===== src/rtl/shot_flight_ctl_pkg.sv =====
// Shared screen constants, shot state type and small position helpers for the penalty-shot path.
package shot_flight_ctl_pkg;

    localparam logic [11:0] HOR_PIXELS = 12'd1024;
    localparam logic [11:0] VER_PIXELS = 12'd768;
    localparam logic [11:0] RECT_WIDTH = 12'd64;

    typedef enum logic [1:0] {IDLE, FLIGHT, LANDED} shot_state_t;

    function automatic logic [11:0] clamp_max(input logic [11:0] v, input logic [11:0] lim);
        return (v > lim) ? lim : v;
    endfunction

    // One pixel toward the target; an axis already there stays put.
    function automatic logic [11:0] step_toward(input logic [11:0] cur, input logic [11:0] tgt);
        if (cur < tgt) return cur + 12'd1;
        if (cur > tgt) return cur - 12'd1;
        return cur;
    endfunction

endpackage


===== src/rtl/shot_step_timer.sv =====
// Step counter with a decaying period: ticks every period+1 enabled cycles, speeding up to a floor.
module shot_step_timer #(
    parameter logic [17:0] STEP_INIT = 18'd200000,
    parameter logic [17:0] STEP_DEC  = 18'd250,
    parameter logic [17:0] STEP_MIN  = 18'd20000
) (
    input  logic clk,
    input  logic rst,
    input  logic load,
    input  logic en,
    output logic step_tick
);

    logic [17:0] cnt_q, cnt_d;
    logic [17:0] period_q, period_d;

    assign step_tick = en && (cnt_q == period_q);

    always_comb begin
        cnt_d    = cnt_q;
        period_d = period_q;
        if (load) begin
            cnt_d    = '0;
            period_d = STEP_INIT;
        end else if (en) begin
            if (step_tick) begin
                cnt_d = '0;
                // Saturate at the floor without ever wrapping below it.
                if (period_q > STEP_MIN && (period_q - STEP_MIN) > STEP_DEC) begin
                    period_d = period_q - STEP_DEC;
                end else begin
                    period_d = STEP_MIN;
                end
            end else begin
                cnt_d = cnt_q + 18'd1;
            end
        end
    end

    always_ff @(posedge clk or negedge rst) begin
        if (!rst) begin
            cnt_q    <= '0;
            period_q <= STEP_INIT;
        end else begin
            cnt_q    <= cnt_d;
            period_q <= period_d;
        end
    end

endmodule


===== src/rtl/shot_flight_ctl.sv =====
// Penalty-shot sequencer: park at the spot, fly one pixel per axis toward a clicked target, hold, return.
// Optional shot counter output shots_taken is built when SHOT_CNT_EN is defined.
module shot_flight_ctl
    import shot_flight_ctl_pkg::*;
#(
    parameter logic [11:0] START_X     = 12'd512,
    parameter logic [11:0] START_Y     = 12'd700,
    parameter logic [17:0] STEP_INIT   = 18'd200000,
    parameter logic [17:0] STEP_DEC    = 18'd250,
    parameter logic [17:0] STEP_MIN    = 18'd20000,
    parameter logic [25:0] HOLD_CYCLES = 26'd32500000
) (
    input  logic        clk,
    input  logic        rst,
    input  logic        mouse_left,
    input  logic [11:0] mouse_xpos,
    input  logic [11:0] mouse_ypos,
    output logic [11:0] xpos,
    output logic [11:0] ypos,
    output logic        shot_active,
    output logic        shot_done
`ifdef SHOT_CNT_EN
    ,
    output logic [7:0]  shots_taken
`endif
);

    localparam logic [11:0] MAX_X = HOR_PIXELS - RECT_WIDTH;
    localparam logic [11:0] MAX_Y = VER_PIXELS - RECT_WIDTH;

    shot_state_t state_q, state_d;
    logic [11:0] xpos_q, xpos_d, ypos_q, ypos_d;
    logic [11:0] tgt_x_q, tgt_x_d, tgt_y_q, tgt_y_d;
    logic [25:0] hold_q, hold_d;
    logic        done_q, done_d;
    logic        mouse_prev_q, armed_q;
    logic        press, load, en, step_tick;
    logic [11:0] cap_x, cap_y, nxt_x, nxt_y;

    // armed_q masks the first cycle out of reset so a held button is not a press.
    assign press = mouse_left & ~mouse_prev_q & armed_q;
    assign cap_x = clamp_max(mouse_xpos, MAX_X);
    assign cap_y = clamp_max(mouse_ypos, MAX_Y);
    assign nxt_x = step_toward(xpos_q, tgt_x_q);
    assign nxt_y = step_toward(ypos_q, tgt_y_q);

    shot_step_timer #(
        .STEP_INIT (STEP_INIT),
        .STEP_DEC  (STEP_DEC),
        .STEP_MIN  (STEP_MIN)
    ) u_timer (
        .clk       (clk),
        .rst       (rst),
        .load      (load),
        .en        (en),
        .step_tick (step_tick)
    );

    always_comb begin
        state_d = state_q;
        xpos_d  = xpos_q;
        ypos_d  = ypos_q;
        tgt_x_d = tgt_x_q;
        tgt_y_d = tgt_y_q;
        hold_d  = hold_q;
        done_d  = 1'b0;
        load    = 1'b0;
        en      = 1'b0;
        unique case (state_q)
            IDLE: begin
                xpos_d = START_X;
                ypos_d = START_Y;
                if (press) begin
                    tgt_x_d = cap_x;
                    tgt_y_d = cap_y;
                    load    = 1'b1;
                    hold_d  = '0;
                    if (cap_x == xpos_q && cap_y == ypos_q) begin
                        state_d = LANDED;
                        done_d  = 1'b1;
                    end else begin
                        state_d = FLIGHT;
                    end
                end
            end
            FLIGHT: begin
                en = 1'b1;
                if (step_tick) begin
                    xpos_d = nxt_x;
                    ypos_d = nxt_y;
                    if (nxt_x == tgt_x_q && nxt_y == tgt_y_q) begin
                        state_d = LANDED;
                        done_d  = 1'b1;
                        hold_d  = '0;
                    end
                end
            end
            LANDED: begin
                if (press || hold_q == HOLD_CYCLES - 26'd1) begin
                    state_d = IDLE;
                    xpos_d  = START_X;
                    ypos_d  = START_Y;
                    hold_d  = '0;
                end else begin
                    hold_d = hold_q + 26'd1;
                end
            end
            default: state_d = IDLE;
        endcase
    end

    always_ff @(posedge clk or negedge rst) begin
        if (!rst) begin
            state_q      <= IDLE;
            xpos_q       <= START_X;
            ypos_q       <= START_Y;
            tgt_x_q      <= START_X;
            tgt_y_q      <= START_Y;
            hold_q       <= '0;
            done_q       <= 1'b0;
            mouse_prev_q <= 1'b0;
            armed_q      <= 1'b0;
        end else begin
            state_q      <= state_d;
            xpos_q       <= xpos_d;
            ypos_q       <= ypos_d;
            tgt_x_q      <= tgt_x_d;
            tgt_y_q      <= tgt_y_d;
            hold_q       <= hold_d;
            done_q       <= done_d;
            mouse_prev_q <= mouse_left;
            armed_q      <= 1'b1;
        end
    end

    assign xpos        = xpos_q;
    assign ypos        = ypos_q;
    assign shot_active = (state_q == FLIGHT);
    assign shot_done   = done_q;

`ifdef SHOT_CNT_EN
    logic [7:0] shots_q;

    always_ff @(posedge clk or negedge rst) begin
        if (!rst) begin
            shots_q <= '0;
        end else if (done_q && shots_q != 8'd255) begin
            shots_q <= shots_q + 8'd1;
        end
    end

    assign shots_taken = shots_q;
`endif

endmodule

===== config.mk =====
export PLATFORM = sky130hd
export DESIGN_NAME = shot_flight_ctl
export DESIGN_NICKNAME = d
export VERILOG_FILES = /design/src/rtl/shot_flight_ctl_pkg.sv /design/src/rtl/shot_step_timer.sv /design/src/rtl/shot_flight_ctl.sv
export SDC_FILE = /design/constraint.sdc
export NUM_CORES = 1
export LEC_CHECK = 0
export ABC_AREA = 1
export ABC_CLOCK_PERIOD_IN_PS = 4900
export CAP_MARGIN = 20
export CORE_MARGIN = 2
export CORE_UTILIZATION = 65
export DETAILED_ROUTE_END_ITERATION = 6
export PLACE_DENSITY = 0.93
export SLEW_MARGIN = 40
export SYNTH_ARGS = -nofsm -noshare
export SYNTH_HDL_FRONTEND = slang
export SYNTH_HIERARCHICAL = 1
export SYNTH_SLANG_ARGS = --single-unit

===== constraint.sdc =====
create_clock -name clk -period 4.9 [get_ports clk]
set_input_delay 0.735 -clock clk [delete_from_list [all_inputs] [get_ports clk]]
set_output_delay 0.735 -clock clk [all_outputs]
set_load 0.1 [all_outputs]

==> flow_metrics.tcl, run 1 <==
set metrics [dict create \
    synth_seq_cells 114 \
    antenna_left 0 \
    min_period_ps 3599 \
    h-tree-depth 4 \
    netlist_area_um2 9229 \
    rows 43 \
    clk_pin_slew_worst_paths_ps 60 \
    route.detailed.drc 5 \
    ys_seq_area_share_pct 31.18 \
    fin_setup_tns_ps 0 \
    die_x_um 123.2 \
    holdBufCountCts 0 \
    min_path_type "primary input to asynchronous set/reset pin" \
    end_kind "flop" \
    crit_slowest_cell "dfstp_2" \
    synthFlopType "dfrtp_1" \
    setup_violations 0 \
    grt_max_degree 48 \
    powerDensity_nw_per_um2 541.6 \
    io_buffers 52 \
    grt_overflow 0 \
    crit_family "simple AND/OR/NAND/NOR gates" \
    io_pins 53 \
    status "finished with violations" \
    crit_required_ps 5210 \
    final-hold-violation-count 0 \
    start_kind "flop" \
    die-height_um 123.2 \
    via_per_inst 5.980 \
    crit_top_cell "nand2_1" \
    cts_buffer_depth 2 \
    dr.pass1.iters 7 \
    cellLeakagePower_nw 5.141 \
    violations "DRC" \
    insertion_delay_ps 440 \
    first_global_vias 8994 \
    setup_slack_ps 1301 \
    synth_cell_types 55 \
    syn_inst 1429 \
    rsz0062_at_grt "false" \
    synth_top_area_share_pct 25.49 \
    nets 1537 \
    syn2layout_area_growth_pct 11.74 \
    wl_per_cell_um 15.75 \
    cp_max_fo 26 \
    fp.coreArea_um2 13880 \
    antenna-diode-count 0 \
    grt_pass1_wl_um 43330 \
    cts_resized 0 \
    fillCellCount 1097 \
    path_cells "ha_1 > nand2_1 > nand2_1 > nand2_1 > nand2_1 > a21oi_1 > nand3_1 > nand2_1 > nand2_1 > nand2_1 > nand2_1 > nand2_1 > nand2_1 > nor2_1 > nand2_1 > nor2_2 > nand4_4 > nand3_1 > nand2_1" \
    place_congestion 1.049 \
    drive_above_1_share_pct 9.940 \
    synth_top_cells_by_area "dfrtp_1, nand2_1, nand3_1" \
    fin_crit_sh_pct 73.44 \
    hpwlAfterDp_um 19030 \
    critPathMaxStageDelay_ps 670 \
    antenna_found_initial 0 \
    die_area_um2 15170 \
    cts_buffers 17 \
    path_class "flop to flop" \
    num_vias 9981 \
    async_flop_share_pct 100.0 \
    syn_nets 1490 \
    clock-sinks 114 \
    yosysTopAreaCell "dfrtp_1" \
    ir_drop_mv 0.4483 \
    avgSynthCellArea_um2 6.458 \
    dpl_worst_slack_ps 1209 \
    synth_edf_count 0 \
    yosysWarnings 6 \
    clock_skew_ps 8.813 \
    maxSlewHeadroom_pct 53.95 \
    drt_wl_total_um 26290 \
    initial_core_util_pct 66.49 \
    drt_iter0_markers 1291 \
    drv_slew 0 \
    drv_cap 0 \
    root_buffer "clkbuf_16" \
    post_cts_buffers 0 \
    cts_tree "yes" \
    yosysMostFrequentCell "nand2_1" \
    synthTopCellsByCount "nand2_1, inv_1, nand3_1, nor2_1, dfrtp_1" \
    grt_usage_pct 36.26 \
    fmax_mhz 277.9 \
    arrival_ps 3910 \
    crit_buf_inv 0 \
    tightest_slew_ps 683.5 \
]
## metrics by stage
| step | power [mW] | hold WS (ps) | util, % | instances | area, um2 |
|---|---|---|---|---|---|
| after floorplan | 3.576 | 439.4 | - | 1429 | 9229 |
| after global placement | 4.223 | 472.7 | 70.98 | 1637 | 9852 |
| after detailed placement | 4.239 | 482.1 | 70.04 | 1637 | 9722 |
| after CTS | 5.510 | 304.9 | 74.29 | 1669 | 10310 |
| after global routing | 5.944 | 331.6 | 74.29 | 1669 | 10310 |
| final | 5.585 | 282.7 | 74.29 | 1669 | 10310 |
## layout make-up
class	count	area, um2	area share, %
multi-input combinational	1101	5492	53.25
inverter	183	686.9	6.661
clock inverter	12	133.9	1.298
tap	180	225.2	2.184
sequential	114	2878	27.91
clock buffer	20	456.7	4.429
timing repair buffer	59	440.4	4.271
## metal layers
layer,wire length (um),GRT usage [%],vias to the layer above
li1,-,-,4720
met2,11590,54.57,621
met1,10960,50.54,4527
met3,2766,7.657,113
met4,972,15.77,0
met5,0,0,-
## cell usage in the layout (no fill, tap or decap), drive strengths merged, types with 2 or more instances in the layout
cell and count:
nand2 477, inv 181, nand3 170, nor2 158
dfrtp 94, o21ai 73, a21oi 41, nand4 36
ha 34, buf 34, xor2 26, clkdlybuf4s50 25
nor3 24, dfstp 20, clkbuf 20, o22ai 12
clkinv 10, nand3b 9, nor4 8, xnor2 5
nor3b 4, o211ai 4, or2 4, and2 3
o2111ai 2, clkinvlp 2, bufinv 2
## flip-flops by register name, indices dropped and copies added (netlist names)
register          count
tgt_x_q              12
u_timer/period_q     17
xpos                 12
state_q               2
shot_done             1
ypos                 12
armed_q               1
tgt_y_q              12
mouse_prev_q          1
hold_q               26
u_timer/cnt_q        18
## path summary, 6_finish.rpt
kind / from / to / slack, ps / cells after the start
max: ypos[9] / hold_q[24] / 1300 / 19
min: rst / shot_done / 280 / 1
max reg2reg: ypos[9] / hold_q[24] / 1300 / 19
min reg2reg: tgt_y_q[3] / tgt_y_q[3] / 490 / 2
max in group asynchronous: rst / ypos[8] / 3600 / 2
min in group clk: tgt_y_q[3] / tgt_y_q[3] / 490 / 2
## cell families (layout without fill, tap and decap cells)
family / count (synthesis) / after routing / share of synthesized area, %
AOI/OAI and AO/OA: 140 / 140 / 8.352
xor gates and xnor gates: 31 / 31 / 3.023
adders and majority gates: 34 / 34 / 4.610
buffers and inverters: 214 / 274 / 9.382
DFF: 114 / 114 / 31.18
other: 1 / 1 / 0.04063
and+or+nand+nor: 895 / 895 / 43.41
## power by group
part	total [mW]	leakage, nW	switching, mW	internal (mW)
registers	1.34	1.49	0.224	1.12
clock network	1.24	0.286	0.469	0.774
logic	3.00	3.37	2.16	0.838
total	5.59	5.14	2.86	2.73
(Power assumes the default switching activity.)
==> inputs of run 2 (changes only) <==
ABC_CLOCK_PERIOD_IN_PS = 3800   (was 4900)
CORE_UTILIZATION = 61   (was 65)
PLACE_DENSITY = 0.88   (was 0.93)
clock period = 3.8 ns   (was 4.9 ns; I/O delays follow)
==> run 2 against run 1 <==
Effect of this change: the flow still finishes with violations (DRC); clock skew is essentially flat; sequential cell count is the same; wire length is 1.5% higher; combinational power increased by 34%; final area increased by 1.4%; die area grew 6.3%; register-to-register slack got worse by 990 ps; count of clock-buffer cells in the layout is 2 lower; sequential share of layout area decreased by 0.38 points; non-clock buffer count up 11; critical path depth decreased by 2; sequential power grew 25%; critical path type unchanged.
==> flow_metrics.tcl, run 2 (synthesis results as in run 1) <==
set metrics [dict create \
    status "finished with violations" \
    violations "DRC" \
    powerDensity_nw_per_um2 709.4 \
    syn2layout_area_growth_pct 13.31 \
    first_global_vias 9285 \
    crit_required_ps 4110 \
    fmax_mhz 286.2 \
    multi_input_area_um2 5499 \
    most-common-layout-cells "nand2_1, inv_1, nand3_1" \
    m1WireLength_um 11210 \
    wl_per_cell_um 15.84 \
    place_congestion 0.9958 \
    largest_reg_flops 26 \
    holdBufCountCts 0 \
    dr.pass1.iters 7 \
    h-tree-depth 4 \
    initial_core_util_pct 63.02 \
    arrival_ps 3800 \
    end_kind "flop" \
    min_period_ps 3493 \
    highest_layer "met4" \
    clock_skew_ps 8.497 \
    cts_tree "yes" \
    fin_setup_tns_ps 0 \
    holdWs_ps 158.1 \
    num_vias 9840 \
    antenna_found_initial 0 \
    fillCellCount 1194 \
    hpwlAfterDp_um 19360 \
    die_area_um2 16130 \
    cp_max_fo 26 \
    place_area_um2 9827 \
    via_per_inst 5.843 \
    grt_pass1_wl_um 44590 \
    antenna_left 0 \
    die-height_um 127 \
    cellLeakagePower_nw 5.215 \
    final_common_cell "nand2_1" \
    grt_usage_pct 34.35 \
    final-hold-violation-count 0 \
    seqCellArea_um2 2879 \
    maxSlewHeadroom_pct 54.58 \
    drv_slew 0 \
    nets 1548 \
    reg_top3 "hold_q: 26 flops, u_timer/cnt_q: 18 flops, u_timer/period_q: 17 flops" \
    rsz0062_at_grt "false" \
    regMostFlops "hold_q" \
    wl_met3_um 2317 \
    cts_buffer_depth 2 \
    die_x_um 127 \
    route.detailed.drc 23 \
    ir_drop_mv 0.5669 \
    drt_wl_total_um 26670 \
    clk_pin_slew_worst_paths_ps 60 \
    rows 44 \
    drive_above_1_share_pct 10.87 \
    tightest_slew_ps 674.2 \
    root_buffer "clkbuf_16" \
    io_buffers 52 \
    path_class "flop to flop" \
    grt_max_degree 64 \
    grt_overflow 0 \
    drv_cap 0 \
    antenna-diode-count 0 \
    start_kind "flop" \
    drt_iter0_markers 1103 \
    min_path_type "primary input to asynchronous set/reset pin" \
    clock-sinks 114 \
    io_pins 53 \
    cts_buffers 17 \
    insertion_delay_ps 430 \
    fin_crit_sh_pct 91.93 \
    finish.utilization_pct 71.41 \
    setup_violations 0 \
    routed-wl-met2_um 12330 \
    fp.coreArea_um2 14640 \
    stdcell_area_um2 10460 \
]
==> run 2: cell count changes in the layout (fill, tap and decap cells not counted), moves of 2 or more <==
cell,delta
buf_4,+11
bufinv_16,+2
clkinv_4,-4
clkinv_2,+2
==> run 2: worst paths after layout <==
check | start | endpoint | slack, ps | cells after the start
worst max-delay path | tgt_x_q[9] | hold_q[5] | 310 | 17
max in group asynchronous | rst | ypos[7] | 2810 | 2
worst min-delay path | rst | xpos[6] | 160 | 1
min in group clk | tgt_y_q[3] | tgt_y_q[3] | 490 | 2
worst min register to register | tgt_y_q[3] | tgt_y_q[3] | 490 | 2
worst max register to register | tgt_x_q[9] | hold_q[5] | 310 | 17
==> run 2: final cells by class <==
type	instances	share of cell area (%)
repair buffers	70	5.145
clock inverters	14	1.771
flip-flops and latches	114	27.53
clock buffers	18	4.200
multi-input cells	1101	52.58
well taps	184	2.201
inverters	183	6.569
==> run 2: what timing repair did <==
item / in CTS / in global routing
gates resized for setup: 0 / 2
setup endpoints to repair: 0 / 7
setup buffers: 0 / 0
==> run 2: stage by stage <==
stage | cells | setup slack, ps | total power, mW
6_report | 1684 | 306.5 | 7.418
5_1_grt | 1684 | 9.091 | 7.937
4_1_cts | 1684 | 336.6 | 7.314
3_5_place_dp | 1652 | 424.5 | 5.557
3_3_place_gp | 1652 | 449.2 | 5.567
2_1_floorplan | 1429 | 138.2 | 4.613
==> run 2: critical path, stage by stage, from the launching register on <==
cell     delay, ps
dfstp_2        540
inv_1           50
ha_1           290
nand2_1         70
nor2_1         180
nand2_1        200
nand3_4        250
nand3_1        180
nand2_1        130
nand2_1         80
nand3_1         70
nand2_1        140
nor2_1         150
nand2_1         70
nor2_2         180
nand4_4        440
nand3_1        250
nand2_1         90
==> run 2: where the power goes <==
part           switching (mW)  total (mW)  internal, mW
combinational            2.90        4.03          1.13
sequential              0.233        1.67          1.44
clock                   0.605        1.71          1.11
total                    3.74        7.42          3.68
==> run 2: routing by layer <==
| layer | track usage (%) | vias to the layer above |
|---|---|---|
| met5 | 0 | - |
| met4 | 14.61 | 0 |
| met2 | 55.53 | 510 |
| li1 | - | 4737 |
| met1 | 45.61 | 4509 |
| met3 | 6.281 | 84 |
==> inputs of run 3 (changes only) <==
GPL_ROUTABILITY_DRIVEN = 0   (was default)
==> run 3 against run 2 <==
Effect of this change: wire length down 1.8%; die area unchanged; clock power down 6%; critical endpoint is now hold_q[21]; clock skew down 0.84 ps; first-iteration DRC count up 19%; highest routed layer unchanged; the flow still finishes with violations (DRC).
==> flow_metrics.tcl, run 3 (synthesis results as in run 1) <==
set metrics [dict create \
    dr.pass1.iters 7 \
    powerDensity_nw_per_um2 703.0 \
    crit_slowest_cell "dfstp_2" \
    via_per_inst 5.906 \
    nets 1542 \
    grt_max_degree 59 \
    cellLeakagePower_nw 5.176 \
    crit_family "simple AND/OR/NAND/NOR gates" \
    root_buffer "clkbuf_16" \
    io_buffers 52 \
    final_common_cell "nand2_1" \
    holdWs_ps 115.8 \
    drv_cap 0 \
    cts_tree "yes" \
    min_path_type "primary input to asynchronous set/reset pin" \
    syn2layout_area_growth_pct 12.42 \
    die_area_um2 16130 \
    clock_skew_ps 7.657 \
    num_vias 9910 \
    place_area_um2 9782 \
    reg_top3 "hold_q: 26 flops, u_timer/cnt_q: 18 flops, u_timer/period_q: 17 flops" \
    tightest_slew_ps 663.9 \
    first_global_vias 9078 \
    final-hold-violation-count 0 \
    antenna_found_initial 0 \
    path_class "flop to flop" \
    io_pins 53 \
    stdcell_area_um2 10380 \
    status "finished with violations" \
    violations "DRC" \
    fin_crit_sh_pct 94.68 \
    crit_buf_inv 0 \
    antenna-diode-count 0 \
    grt_pass1_wl_um 43210 \
    h-tree-depth 4 \
    clock-sinks 114 \
    grt_overflow 0 \
    arrival_ps 3910 \
    clk_pin_slew_worst_paths_ps 50 \
    grt_usage_pct 32.98 \
    die-height_um 127 \
    die_x_um 127 \
    crit_top_cell "nand2_1" \
    start_kind "flop" \
    cts_buffers 17 \
    maxSlewHeadroom_pct 55.27 \
    drive_above_1_share_pct 10.11 \
    insertion_delay_ps 420 \
    min_period_ps 3598 \
    drt_wl_total_um 26200 \
    largest_reg_flops 26 \
    antenna_left 0 \
    hpwlAfterDp_um 18560 \
    fillCellCount 1192 \
    cp_max_fo 26 \
    setup_violations 0 \
    wl_per_cell_um 15.61 \
    crit_required_ps 4110 \
    fp.coreArea_um2 14640 \
    cts_buffer_depth 2 \
    ir_drop_mv 0.5032 \
    route.detailed.drc 9 \
    drt_iter0_markers 1317 \
    critPathMaxStageDelay_ps 650 \
    path_cells "ha_1 > nand2_1 > nand2_1 > nand2_1 > nand2_1 > a21oi_1 > nand3_1 > nand2_1 > nand2_1 > nand2_1 > nand2_1 > nand2_1 > nand2_1 > nor2_1 > nand2_1 > nor2_2 > nand4_4 > nand3_1 > nand2_1" \
    holdBufCountCts 0 \
    rsz0062_at_grt "false" \
    fmax_mhz 278.0 \
    initial_core_util_pct 63.02 \
    rows 44 \
    drv_slew 0 \
    fin_setup_tns_ps 0 \
    end_kind "flop" \
    regMostFlops "hold_q" \
    most-common-layout-cells "nand2_1, inv_1, nand3_1" \
]
run 3: cell count changes in the layout (fill, tap and decap cells not counted), sizes merged:
cell,before,now
buf,45,39
bufinv,4,2
clkbuf,18,27
clkinv,8,5
clkinvlp,3,0
inv,182,181
run 3: per-layer routing:
metal  up-vias  global-route usage (%)  wire [um]
met5         -                       0          0
met4         0                   13.19        863
met3       105                   8.124       2560
met2       522                   51.20      11840
met1      4556                   44.67      10930
li1       4727                       -          -
run 3: power breakdown:
| group | switching [mW] | leakage [nW] | total [mW] | internal [mW] |
|---|---|---|---|---|
| clock | 0.561 | 0.291 | 1.61 | 1.05 |
| sequential | 0.264 | 1.49 | 1.71 | 1.44 |
| combinational | 2.87 | 3.40 | 3.98 | 1.11 |
run 3: what timing repair did:
action | CTS | global route
endpoints found under the hold margin | 0 | 0
setup endpoints to repair | 0 | 3
setup buffers | 0 | 0
resized for setup | 0 | 1
run 3: per-stage QoR:
stage	total power, mW	setup slack [ps]	std cells	util [%]
2_1_floorplan	4.613	138.2	1429	-
3_3_place_gp	5.464	473.7	1646	67.65
3_5_place_dp	5.509	404.2	1646	66.80
4_1_cts	7.182	317.2	1678	70.81
5_1_grt	7.753	3.384	1678	70.85
6_report	7.293	202.3	1678	70.85
run 3: area by class of cell:
| class | count | area, um2 | area share (%) |
|---|---|---|---|
| clock buffers | 27 | 513.0 | 4.945 |
| clock inverters | 5 | 75.07 | 0.7236 |
| inverters | 183 | 686.9 | 6.621 |
| multi-input cells | 1101 | 5494 | 52.95 |
| flip-flops and latches | 114 | 2879 | 27.75 |
| well taps | 184 | 230.2 | 2.219 |
| repair buffers | 64 | 496.7 | 4.788 |
run 3: path summary, 6_finish.rpt:
path                              endpoint        from  slack (ps)  cells after the start
worst max-delay path            hold_q[21]     ypos[5]         200                     19
worst min-delay path               xpos[1]         rst         120                      1
worst max register to register  hold_q[21]     ypos[5]         200                     19
worst min register to register  tgt_y_q[3]  tgt_y_q[3]         490                      2
max in group asynchronous          ypos[7]         rst        2930                      2
min in group clk                tgt_y_q[3]  tgt_y_q[3]         490                      2
